[config.mk]
export PLATFORM = sky130hd
export DESIGN_NAME = instr_prefetch_buffer_flat
export DESIGN_NICKNAME = d
export VERILOG_FILES = /design/src/rtl/instr_prefetch_buffer_pkg.sv /design/src/rtl/instr_prefetch_buffer_if.sv /design/src/rtl/instr_prefetch_buffer_sync_fifo.sv /design/src/rtl/instr_prefetch_buffer.sv /design/src/flat_wrapper.sv
export SDC_FILE = /design/constraint.sdc
export NUM_CORES = 1
export LEC_CHECK = 0
export CAP_MARGIN = 20
export CORE_ASPECT_RATIO = 0.6
export CORE_UTILIZATION = 45
export CTS_CLUSTER_SIZE = 28
export DETAILED_ROUTE_END_ITERATION = 8
export PLACE_DENSITY_LB_ADDON = 0.15
export SETUP_SLACK_MARGIN = 0.02
export SYNTH_ARGS = -nofsm -noshare
export SYNTH_HDL_FRONTEND = slang
export SYNTH_SLANG_ARGS = --single-unit
[constraint.sdc]
create_clock -name clk -period 7.95 [get_ports clk]
set_input_delay 2.385 -clock clk [delete_from_list [all_inputs] [get_ports clk]]
set_output_delay 2.385 -clock clk [all_outputs]
set_load 0.02 [all_outputs]
[src/rtl/instr_prefetch_buffer_pkg.sv]
// Shared types and constants for the instruction prefetch buffer.
package instr_prefetch_buffer_pkg;

    localparam int XLEN = 64;
    localparam int INSTR_W = 32;
    localparam logic [XLEN-1:0] RESET_PC_DEFAULT = '0;

    // One buffered instruction together with the PC it was fetched from.
    typedef struct packed {
        logic [XLEN-1:0]    pc;
        logic [INSTR_W-1:0] instr;
    } fetch_entry_t;

    // Instruction fetches are always word aligned; the low two bits are dropped.
    function automatic logic [XLEN-1:0] word_align(input logic [XLEN-1:0] addr);
        return {addr[XLEN-1:2], 2'b00};
    endfunction

endpackage

[src/rtl/instr_prefetch_buffer_if.sv]
// Instruction-memory request/response bus (req/gnt/rvalid).
interface instr_prefetch_buffer_if;
    import instr_prefetch_buffer_pkg::*;

    logic               mem_req_o;
    logic [XLEN-1:0]    mem_addr_o;
    logic               mem_gnt_i;
    logic               mem_rvalid_i;
    logic [INSTR_W-1:0] mem_rdata_i;

    // Prefetcher side issues requests and receives responses.
    modport master (
        output mem_req_o, mem_addr_o,
        input  mem_gnt_i, mem_rvalid_i, mem_rdata_i
    );

    // Memory side accepts requests and returns responses in order.
    modport slave (
        input  mem_req_o, mem_addr_o,
        output mem_gnt_i, mem_rvalid_i, mem_rdata_i
    );

endinterface

[src/rtl/instr_prefetch_buffer_sync_fifo.sv]
// Generic synchronous FIFO with flush; depth need not be a power of two.
module instr_prefetch_buffer_sync_fifo #(
    parameter type T = logic [31:0],
    parameter int DEPTH = 4,
    localparam int PW = (DEPTH > 1) ? $clog2(DEPTH) : 1,
    localparam int CW = $clog2(DEPTH + 1)
) (
    input  logic          clk,
    input  logic          rst,
    input  logic          clear,
    input  logic          push,
    input  T              push_data,
    input  logic          pop,
    output T              head,
    output logic [CW-1:0] count
);

    T              mem_q [DEPTH];
    logic [PW-1:0] rd_ptr, wr_ptr;
    logic          pop_eff, push_eff;

    function automatic logic [PW-1:0] next_ptr(input logic [PW-1:0] p);
        return (p == PW'(DEPTH - 1)) ? '0 : p + 1'b1;
    endfunction

    // Popping an empty FIFO is ignored; a push into a full FIFO only lands if a pop frees a slot.
    assign pop_eff  = pop & (count != '0);
    assign push_eff = push & ((int'(count) < DEPTH) | pop_eff);
    assign head     = mem_q[rd_ptr];

    // Storage, pointers and occupancy; clear empties the FIFO and wins over push/pop.
    always_ff @(posedge clk or negedge rst) begin
        if (!rst) begin
            rd_ptr <= '0;
            wr_ptr <= '0;
            count  <= '0;
            for (int i = 0; i < DEPTH; i++) mem_q[i] <= '0;
        end else if (clear) begin
            rd_ptr <= '0;
            wr_ptr <= '0;
            count  <= '0;
        end else begin
            if (push_eff) begin
                mem_q[wr_ptr] <= push_data;
                wr_ptr        <= next_ptr(wr_ptr);
            end
            if (pop_eff) rd_ptr <= next_ptr(rd_ptr);
            count <= count + CW'(push_eff) - CW'(pop_eff);
        end
    end

endmodule

[src/rtl/instr_prefetch_buffer.sv]
// Instruction prefetch queue: issues sequential word fetches, buffers responses
// with their PCs and flushes everything (including in-flight data) on redirect.
module instr_prefetch_buffer
    import instr_prefetch_buffer_pkg::*;
#(
    parameter int DEPTH = 4,
    parameter int MAX_OUT = 2,
    parameter logic [XLEN-1:0] RESET_PC = RESET_PC_DEFAULT
) (
    input  logic                clk,
    input  logic                rst,
    input  logic                redirect_i,
    input  logic [XLEN-1:0]     redirect_pc_i,
    input  logic                stall_i,
    output logic                instr_valid_o,
    output logic [INSTR_W-1:0]  instr_o,
    output logic [XLEN-1:0]     pc_o,
    instr_prefetch_buffer_if.master mem
);

    localparam int CW = $clog2(DEPTH + 1);
    localparam int OW = $clog2(MAX_OUT + 1);

    logic            run;
    logic [XLEN-1:0] fetch_pc, tag_pc;
    logic [OW-1:0]   outstanding, drop_cnt, tag_count;
    logic [CW-1:0]   count;
    logic            accept, rvalid, dropping, keep, pop, credit;
    fetch_entry_t    head, push_entry;

    assign rvalid   = mem.mem_rvalid_i;
    assign accept   = mem.mem_req_o & mem.mem_gnt_i;
    assign dropping = (drop_cnt != '0);
    // A response is kept only if it belongs to the current fetch stream.
    assign keep     = rvalid & ~dropping & ~redirect_i;
    assign pop      = instr_valid_o & ~stall_i;

    // Every buffered or in-flight word holds a FIFO slot, so the FIFO never overflows.
    assign credit         = (int'(count) + int'(outstanding) < DEPTH) & (int'(outstanding) < MAX_OUT);
    // run holds requests off until the first cycle after reset release.
    assign mem.mem_req_o  = run & ~redirect_i & credit;
    assign mem.mem_addr_o = fetch_pc;

    assign push_entry.pc    = tag_pc;
    assign push_entry.instr = mem.mem_rdata_i;

    assign instr_valid_o = (count != '0);
    assign instr_o       = head.instr;
    assign pc_o          = head.pc;

    // Fetch address, in-flight and to-be-discarded response counters.
    always_ff @(posedge clk or negedge rst) begin
        if (!rst) begin
            run         <= 1'b0;
            fetch_pc    <= RESET_PC;
            outstanding <= '0;
            drop_cnt    <= '0;
        end else begin
            run         <= 1'b1;
            outstanding <= outstanding + OW'(accept) - OW'(rvalid);
            if (redirect_i) begin
                fetch_pc <= word_align(redirect_pc_i);
                // A response arriving in the redirect cycle is discarded right now.
                drop_cnt <= outstanding - OW'(rvalid);
            end else begin
                if (accept) fetch_pc <= fetch_pc + XLEN'(4);
                if (rvalid && dropping) drop_cnt <= drop_cnt - OW'(1);
            end
        end
    end

    // PCs of live requests; on redirect all of them become drops and are forgotten.
    instr_prefetch_buffer_sync_fifo #(.T(logic [XLEN-1:0]), .DEPTH(MAX_OUT)) u_tag_q (
        .clk       (clk),
        .rst       (rst),
        .clear     (redirect_i),
        .push      (accept),
        .push_data (fetch_pc),
        .pop       (keep),
        .head      (tag_pc),
        .count     (tag_count)
    );

    instr_prefetch_buffer_sync_fifo #(.T(fetch_entry_t), .DEPTH(DEPTH)) u_instr_q (
        .clk       (clk),
        .rst       (rst),
        .clear     (redirect_i),
        .push      (keep),
        .push_data (push_entry),
        .pop       (pop),
        .head      (head),
        .count     (count)
    );

    // The memory may only answer requests it has accepted.
    a_no_spurious_rvalid: assert property (@(posedge clk) disable iff (!rst)
        !(rvalid && outstanding == '0));

    // Every in-flight request is either tagged for the FIFO or counted as a drop.
    a_tag_accounting: assert property (@(posedge clk) disable iff (!rst)
        int'(tag_count) + int'(drop_cnt) == int'(outstanding));

endmodule
[src/flat_wrapper.sv]
// flat-port wrapper written by rule: the top's interface ports become plain ports
module instr_prefetch_buffer_flat import instr_prefetch_buffer_pkg::*;
#(
    parameter int DEPTH = 4,
    parameter int MAX_OUT = 2,
    parameter logic [XLEN-1:0] RESET_PC = RESET_PC_DEFAULT
)
  (clk, rst, redirect_i, redirect_pc_i, stall_i, instr_valid_o, instr_o, pc_o, mem_mem_req_o, mem_mem_addr_o, mem_mem_gnt_i, mem_mem_rvalid_i, mem_mem_rdata_i);
  instr_prefetch_buffer_if mem_i ();
  input  logic clk;
  input  logic rst;
  input  logic redirect_i;
  input  logic [XLEN-1:0] redirect_pc_i;
  input  logic stall_i;
  output logic instr_valid_o;
  output logic [INSTR_W-1:0] instr_o;
  output logic [XLEN-1:0] pc_o;
  output wire logic [$bits(mem_i.mem_req_o)-1:0] mem_mem_req_o;
  output wire logic [$bits(mem_i.mem_addr_o)-1:0] mem_mem_addr_o;
  input wire logic [$bits(mem_i.mem_gnt_i)-1:0] mem_mem_gnt_i;
  input wire logic [$bits(mem_i.mem_rvalid_i)-1:0] mem_mem_rvalid_i;
  input wire logic [$bits(mem_i.mem_rdata_i)-1:0] mem_mem_rdata_i;
  assign mem_mem_req_o = mem_i.mem_req_o;
  assign mem_mem_addr_o = mem_i.mem_addr_o;
  assign mem_i.mem_gnt_i = mem_mem_gnt_i;
  assign mem_i.mem_rvalid_i = mem_mem_rvalid_i;
  assign mem_i.mem_rdata_i = mem_mem_rdata_i;
  instr_prefetch_buffer #(.DEPTH(DEPTH), .MAX_OUT(MAX_OUT), .RESET_PC(RESET_PC)) u_core (.clk(clk), .rst(rst), .redirect_i(redirect_i), .redirect_pc_i(redirect_pc_i), .stall_i(stall_i), .instr_valid_o(instr_valid_o), .instr_o(instr_o), .pc_o(pc_o), .mem(mem_i));
endmodule
# --- Word level (Yosys, flattened, before mapping) ---
# Cells that the tools add are included.
word_totals:
  elab_cells: 110
  regBits: 592
  input_bits: 102
op_classes:
  reduce_logical: 14
  n_addsub: 14
  muxes: 30
  eq_ne: 2
  n_bitwise: 20
  n_lt_le_gt_ge: 10
ops:
  columns: ["cell", "n"]
  rows:
  - ["$bwmux 384", 1]
  - ["$mux 64", 6]
  - ["$mux 96", 3]
  - ["$bmux 96 s2", 1]
  - ["$demux 96 s2", 1]
  - ["$bwmux 128", 1]
  - ["$add 64x3->64 const B", 1]
  - ["$demux 64 s1", 1]
  - ["$lt 32x4->1 const B", 1]
  - ["$mux 2", 9]
  - ["$reduce_bool 2->1", 8]
  - ["$and 1x1->1", 11]
  - ["$ge 3x3->1 const B", 2]
  - ["$mux 1", 6]
  - ["$not 2->3", 2]
  - ["$sub 2x1->2", 3]
  - ["$add 2x1->2", 2]
  - ["$add 2x1->2 const B", 2]
  - ["$add 3x2->4", 1]
  - ["$eq 2x2->1 const B", 2]
  - ["$ge 2x2->1 const B", 2]
  - ["$lt 2x2->1 const B", 2]
  - ["$not 1->2", 2]
  - ["$reduce_and 2->1", 2]
  - ["other kinds (12)", 18]

# --- Longest topological paths before layout ---
# Gate-level depths: netlist of run 1.
logic_depth:
  ltp_word: 10
  mapped_depth: 12
  depth_no_buf: 12

# --- By module ---
# Synthesis of run 1 repeated with hierarchy kept, for this count alone.
hier_totals:
  cells_unflattened: 1880
  area_unflattened_um2: 28019.4
by_module_without_submodules:
  columns: ["mod", "instances", "cells_each", "area_each_um2"]
  rows:
  - ["instr_prefetch_buffer_sync_fifo at u_core.u_instr_q", 1, 975, 17638.2]
  - ["instr_prefetch_buffer_sync_fifo at u_core.u_tag_q", 1, 363, 5894.4]
  - ["instr_prefetch_buffer", 1, 542, 4486.8]

# --- Worst setup path after synthesis of run 1 ---
# OpenSTA, ideal clock, no wires.
synth_path:
  path_kind: "in2out"
  from: "in redirect_i"
  to: "out mem_mem_req_o"
  path_slack_ps: 2710
  arrival_ps: 2855
  cell_stages: 2
  cell_sequence: "nor3_1 -> and3_1"
synth_between:
  elab_chain_cells: 3
synth_lines:
  columns: ["element", "line_no", "rtl"]
  rows:
  - ["start, declared", "flat_wrapper.sv:12", "input logic redirect_i;"]
  - ["$not 1->1 (no line)", null, null]
  - ["$and 1x1->1 (2 in series)", "instr_prefetch_buffer.sv:41", "assign mem.mem_req_o = run & ~redirect_i & credit;"]
  - ["end, declared", "flat_wrapper.sv:18", "output wire logic [$bits(mem_i.mem_req_o)-1:0] mem_mem_req_o;"]
# Every way passes these cells.

# --- Final worst setup path of run 1 ---
# Ends and elaborated chain as after synthesis.

==> key figures, run 1 <==
Synthesis
  • FFs w/ async S/R, synth: between 90% and 100%
  • Yosys cell types: 57
  • Number of synthesized flops with an enable pin: 0
  • Synth Area in Compound Gates: 8.57%
  • Mux share of post-synthesis cell area: around 22%
  • Adder-cell share of the synthesized area: less than 1%
  • Synth Register Bits: 578
  • Number of warnings issued by yosys: 0
  • Largest family of logic cells by synthesized area: multiplexers
  • Post-synthesis cell count: ~2100
  • Sequential area share after synthesis: a little under three fifths
  • Netlist Area Pre-Place: 0.0255 mm²
  • Simple-gate share of the synthesized area: a little under 9%
  • Synth Area in XOR/XNOR: less than 1%
  • Top_reg_cell synth: dfrtp_1
  • Average cell area after synthesis: 12.2 µm²

Worst setup path
  • Crit path DAT: roughly 3800 ps
  • Critical Path Fanout Max: 56
  • CP startpoint: redirect_i
  • Critical path, cell by cell: buf_4 > nor3_1 > and3_1 > clkdlybuf4s50_1
  • Worst path max stage delay: between 600 and 700 ps
  • Setup crit end kind: output port
  • Startpoint types: input pin
  • CP required: between 5000 and 6000 ps
  • Crit-path slowest cell: clkdlybuf4s50_1
  • Kind of cell adding the most delay to the critical path: buffers and inverters
  • Worst Path Class, Setup: in2out
  • Reg2reg start: u_core.drop_cnt[0]$_DFFE_PN0P_
  • CP bufs+invs: 2

Clock network
  • Htree depth: 2
  • Resized Gates After CTS: 0
  • Clock Latency Late Sink: 590 ps
  • CTS max path bufs: 3
  • Number of setup buffers added after CTS: 0
  • Reg clk slew, reported paths: ~60 ps
  • Number of buffers created by CTS: 55
  • CTS tree: built
  • Clk sinks: slightly below 600
  • Root Driver: clkbuf_16
  • CTS Hold Bufs: 0

Pwr
  • Pleak: around 13 nW
  • PD cells: between 200 and 300 mW/mm²
  • Worst vdd ir: 0.171 mV

Global routing
  • Global Route Usage Sum: between 20% and 30%
  • Largest net degree at the start of global routing: around 180
  • Number of global-route vias before repair: approximately 18000
  • Overflow left after global routing: 0
  • Initial antenna violation count: 1
  • First-pass GRT wire length: 103000 µm

Timing
  • Tmin final: between 6000 and 7000 ps
  • Fin worst setup slack: 1810 ps
  • Clock skew: 19.4 ps
  • Fmax: ~0.16 GHz
  • Slew HR: ~33%
  • # setup viols final: 0
  • RSZ-0062 raised after global routing: no
  • Fin crit share: between 70% and 80%
  • Setup TNS Final: 0 ps
  • Hold Vio Cnt, Final: 0
  • Worst Tran Pin Value: 1010 ps
  • Pins over their slew limit: 0

Hold path
  • Hold Crit Start: u_core.u_instr_q.mem_q[328]$_DFFE_PN0P_
  • Worst hold path type: reg2reg

Status
  • Status: finished, final reports clean

Layout
  • Fin util: between 50% and 60%
  • Antenna diode count: 0
  • Share of cells above drive strength 1: between 20% and 30%
  • Final net count: 2391
  • P&R area growth vs syn: 20.2%

Place
  • Place WS: approximately 1800 ps
  • RePlAce Congestion: 0.818
  • Post-DP HPWL: about 40000 µm
  • Port Buf Inserts: between 200 and 300

Floorplanning
  • Die height: between 150 and 200 µm
  • Die X-Extent: around 310 µm
  • Site Rows: 67
  • Initial Utilization: a little under half
  • Die area: between 0.05 and 0.06 mm²
  • Total core area: roughly 0.056 mm²
  • Io pins: 264

Route
  • Vias per Instance: around 5.6
  • WL/cell: about 21 µm
  • DRT antenna net count: 0
  • Detailed Route WL: between 60000 and 70000 µm
  • DRT Pass-1 Iters: 5
  • Number of DRC markers in iteration 0: 1286
  • Total number of vias: around 17000
  • Residual DRC: 0

Job
  • Max-cap viol count: 0
-- synthesized netlist by cell type (4+ instances only) --
cell	instances	area share [%]
dfrtp_1	578	57
nand2_1	330	4.9
o21ai_0	301	5.9
mux2_2	243	11
clkbuf_1	119	1.8
mux4_2	94	8.3
mux2i_1	67	2.6
nand3_1	38	0.75
nor2_1	28	0.41
a21oi_1	22	0.43
inv_1	22	0.32
and3_1	21	0.51
o211ai_1	19	0.56
buf_2	15	0.29
buf_1	14	0.21
ha_1	14	0.69
nand4_1	13	0.32
xor2_1	10	0.34
o311ai_0	9	0.31
nor2b_1	8	0.20
nor3_1	8	0.16
xnor2_1	8	0.27
a32oi_1	7	0.24
and2_1	7	0.17
nor3b_1	7	0.21
or4_1	7	0.21
a221o_1	6	0.24
a31oi_1	6	0.15
and4_1	6	0.21
nand2b_1	6	0.15
nor4_1	5	0.12
or3_1	5	0.12
a311o_1	4	0.16
a41oi_1	4	0.14
buf_4	4	0.12
-- area by class of cell --
class | count | area, µm²
Clock buffer | 90 | 1750
Clock inverter | 10 | 168
Fill cell | 4671 | 25200
Inverter | 23 | 86.3
Multi-Input combinational cell | 1337 | 10400
Sequential cell | 578 | 14500
Tap cell | 759 | 950
Timing Repair Buffer | 279 | 2850
-- metal layers --
layer / up-vias / wire [µm] / part of all wire (%) / track usage (%)
li1: 7846 / - / - / -
met1: 8872 / 30000 / 46 / 33.9
met2: 474 / 29900 / 46 / 35.3
met3: 92 / 3680 / 5.7 / 4.20
met4: 0 / 1190 / 1.8 / 4.97
met5: - / 0 / 0 / 0
-- cells by family (layout without fill, tap and decap cells) --
kind of cell	Yosys count	count (layout)
compound gates	392	392
xor+xnor	18	18
fa+ha+maj	15	15
buf+inv	176	402
flops	578	578
mux	404	404
other cells	2	5
simple gates	503	503
-- power breakdown --
group          internal [mW]  switching, mW
combinational           1.29           1.27
sequential              3.49          0.399
clock                   1.63           1.13
total                   6.40           2.80
-- layout by cell type, fill, tap and decap left out, types with 6 or more instances in the layout --
cell type        netlist  layout
and4_1                 6       6
clkbuf_16              0      56
a32oi_1                7       7
nand4_1               13      13
xnor2_1                8       8
a31oi_1                6       6
nand2_1              330     326
ha_1                  14      14
nor3_1                 8       8
clkbuf_8               0      22
xor2_1                10      10
buf_12                 0       7
inv_1                 22      22
nand3_1               38      38
or4_1                  7       7
mux2_2               243     243
clkdlybuf4s50_1        0     255
mux4_2                94      94
nor2_1                28      27
and3_1                21      21
o311ai_0               9       9
nor3b_1                7       7
and2_1                 7       7
a21oi_1               22      22
buf_4                  4      15
nor2b_1                8       8
a221o_1                6       6
dfrtp_1              578     575
clkbuf_1             119      12
o21ai_0              301     301
o211ai_1              19      19
mux2i_1               67      67
-- path summary, 6_finish.rpt --
kind                            slack (ps)                                       to  cells past startpoint
worst max-delay path                  1810                            mem_mem_req_o                      4
worst max register to register        4690  u_core.u_instr_q.mem_q[211]$_DFFE_PN0P_                      7
max in group asynchronous             4540        u_core.u_tag_q.rd_ptr$_DFFE_PN0P_                      2
worst min-delay path                   480  u_core.u_instr_q.mem_q[328]$_DFFE_PN0P_                      2
min in group asynchronous             1850  u_core.u_instr_q.mem_q[199]$_DFFE_PN0P_                      1
worst min register to register         480  u_core.u_instr_q.mem_q[328]$_DFFE_PN0P_                      2
-- sequential cells by signal, summed over array words and instances (netlist names), 2 cells and up --
register and cells:
u_core.mem.mem_addr_o 62, u_core.drop_cnt 2, u_core.u_tag_q.mem_q 124, u_core.u_instr_q.wr_ptr 2, u_core.outstanding 2, u_core.u_instr_q.rd_ptr 2
u_core.u_instr_q.mem_q 376, u_core.u_instr_q.count 3, u_core.u_tag_q.count 2
-- worst register-to-register path: stages, from the launching register on --
cell and delay, ps:
dfrtp_1 400, inv_1 60, ha_1 150, nand3b_1 130, a21oi_1 790, nand2_4 760, buf_12 490, mux2_2 370
-- metrics by stage --
stage	power (mW)	hold WS, ps	cells	instance area [µm²]
after floorplan	5.39	445	2091	25500
after global placement	6.44	456	2975	28700
after detailed placement	6.54	466	2975	28700
after CTS	9.32	480	3075	30700
after global routing	9.68	495	3076	30700
final	9.20	476	3076	30700
Note: power is estimated with default switching activity, not from simulation.
==> run 2, diff against run 1 <==
clock period = 6 ns   (was 7.95 ns; I/O delays follow)
==> key figures, run 2 (synthesized netlist as in run 1, its figures left out) <==
Route
  • DRT Pass-1 Iters: 5
  • DRT antenna net count: 0
  • WL/cell: approximately 21 µm
  • Total number of vias: 17400
  • Vias per Instance: 5.65
  • Number of DRC markers in iteration 0: roughly 1400
  • Residual DRC: 0
  • Detailed Route WL: 65300 µm

Timing
  • RSZ-0062 raised after global routing: no
  • Setup TNS Final: 0 ps
  • Fin crit share: about four fifths
  • Clock skew: approximately 19 ps
  • Worst Tran Pin Value: around 1200 ps
  • Tmin final: 4810 ps
  • Slew HR: 21.2%
  • Fmax: slightly above 0.2 GHz
  • Hold Vio Cnt, Final: 0
  • # setup viols final: 0
  • Pins over their slew limit: 0

Clock network
  • Clk sinks: ~580
  • Reg clk slew, reported paths: around 70 ps
  • CTS Hold Bufs: 0
  • Number of buffers created by CTS: 54
  • Htree depth: 2
  • Root Driver: clkbuf_16
  • Clock Latency Late Sink: between 500 and 600 ps
  • Resized Gates After CTS: 0
  • CTS tree: built
  • CTS max path bufs: 3
  • Number of setup buffers added after CTS: 0

Worst setup path
  • Startpoint types: flop
  • Reg2reg start: u_core.u_instr_q.count[1]$_DFF_PN0_
  • CP required: approximately 4200 ps
  • Worst Path Class, Setup: reg2out
  • CP startpoint: u_core.u_instr_q.rd_ptr[0]$_DFFE_PN0P_
  • Crit path DAT: 3010 ps
  • R2r worst-path depth: 8
  • Setup crit end kind: output port
  • Critical Path Fanout Max: 22

Hold path
  • Worst hold path type: reg2reg
  • Hold Crit Start: u_core.u_instr_q.mem_q[156]$_DFFE_PN0P_
  • WHS Path Cells: 2

Global routing
  • First-pass GRT wire length: about 100000 µm
  • Global Route Usage Sum: a little under a quarter
  • Overflow left after global routing: 0
  • Initial antenna violation count: 3
  • Number of global-route vias before repair: roughly 18000
  • Largest net degree at the start of global routing: 114

Layout
  • P&R area growth vs syn: 19.9%
  • Commonest non-fill, non-tap cell in the layout: dfrtp_1
  • Final net count: 2399
  • Filler cells: roughly 4700
  • Max reg flops: 376
  • Largest Register: u_core.u_instr_q.mem_q
  • Most frequent cells in the layout: dfrtp_1 (575), nand2_1 (326), o21ai_0 (301)
  • Share of cells above drive strength 1: 20.1%

Job
  • Max-cap viol count: 0

Floorplanning
  • Io pins: ~260
  • Die X-Extent: slightly above 300 µm
  • Site Rows: 67
  • Initial Utilization: about 46%
  • Die area: a little under 0.06 mm²
  • Total core area: ~0.056 mm²
  • Die height: approximately 190 µm

Place
  • RePlAce Congestion: 0.829
  • Port Buf Inserts: between 200 and 300
  • Post-DP HPWL: between 40000 and 50000 µm

Status
  • Status: finished, final reports clean

Pwr
  • PD cells: between 300 and 400 mW/mm²
  • Worst vdd ir: between 0.2 and 0.25 mV
  • Tot Pwr: 12.0 mW
  • Pleak: 13.4 nW
## run 2: cell count changes in the layout (fill, tap and decap cells not counted), sizes merged
| cell | previous run | this run |
|---|---|---|
| buf | 24 | 33 |
| clkinvlp | 1 | 0 |
| bufinv | 4 | 1 |
| diode | 0 | 3 |
| clkbuf | 90 | 87 |
| inv | 23 | 24 |
| clkinv | 5 | 6 |
## run 2: worst max-delay path, cell delays in order, from the launching register on
cell             delay, ps
dfrtp_4                740
buf_4                  500
mux4_2                 620
clkdlybuf4s50_1        560
## run 2: routing by layer
layer	up-vias	part of all wire, %	track usage [%]
li1	7891	-	-
met1	8982	47	34.0
met2	455	46	35.7
met3	86	5.2	4.19
met4	0	2.1	5.75
met5	-	0	0
## run 2: cell type report
cell class / count / area [µm²] / share of cell area, %
flip-flops and latches: 578 / 14500 / 47.3
multi-input cells: 1337 / 10400 / 34.0
repair buffers: 288 / 2960 / 9.66
clock buffers: 87 / 1650 / 5.38
well taps: 759 / 950 / 3.10
inverters: 23 / 86.3 / 0.282
clock inverters: 8 / 72.6 / 0.237
diodes: 3 / 7.51 / 0.0245
## run 2: final timing paths
path	to	slack [ps]
setup / recovery	pc_o[10]	1190
hold / removal	u_core.u_instr_q.mem_q[156]$_DFFE_PN0P_	470
setup reg to reg	u_core.mem.mem_addr_o[56]$_DFFE_PN0P_	2740
hold reg to reg	u_core.u_instr_q.mem_q[156]$_DFFE_PN0P_	470
max in group asynchronous	u_core.u_instr_q.mem_q[354]$_DFFE_PN0P_	3540
min in group asynchronous	u_core.u_instr_q.mem_q[294]$_DFFE_PN0P_	1270
## run 2: through the flow
stage / area [µm²] / hold WS, ps / worst slack [ps] / cells / util, %
finish: 30600 / 474 / 1190 / 3083 / 54.7
global route: 30600 / 488 / 1000 / 3083 / 54.7
CTS: 30500 / 480 / 1090 / 3078 / 54.6
detailed placement: 28800 / 465 / 1070 / 2983 / 51.5
global placement: 28800 / 456 / 1100 / 2982 / 51.5
floorplan: 25500 / 445 / 1930 / 2091 / -
## run 2: report_power, final
part | total (mW) | switching, mW | internal [mW]
clock network | 3.38 | 1.47 | 1.91
registers | 5.14 | 0.516 | 4.62
logic | 3.44 | 1.71 | 1.72
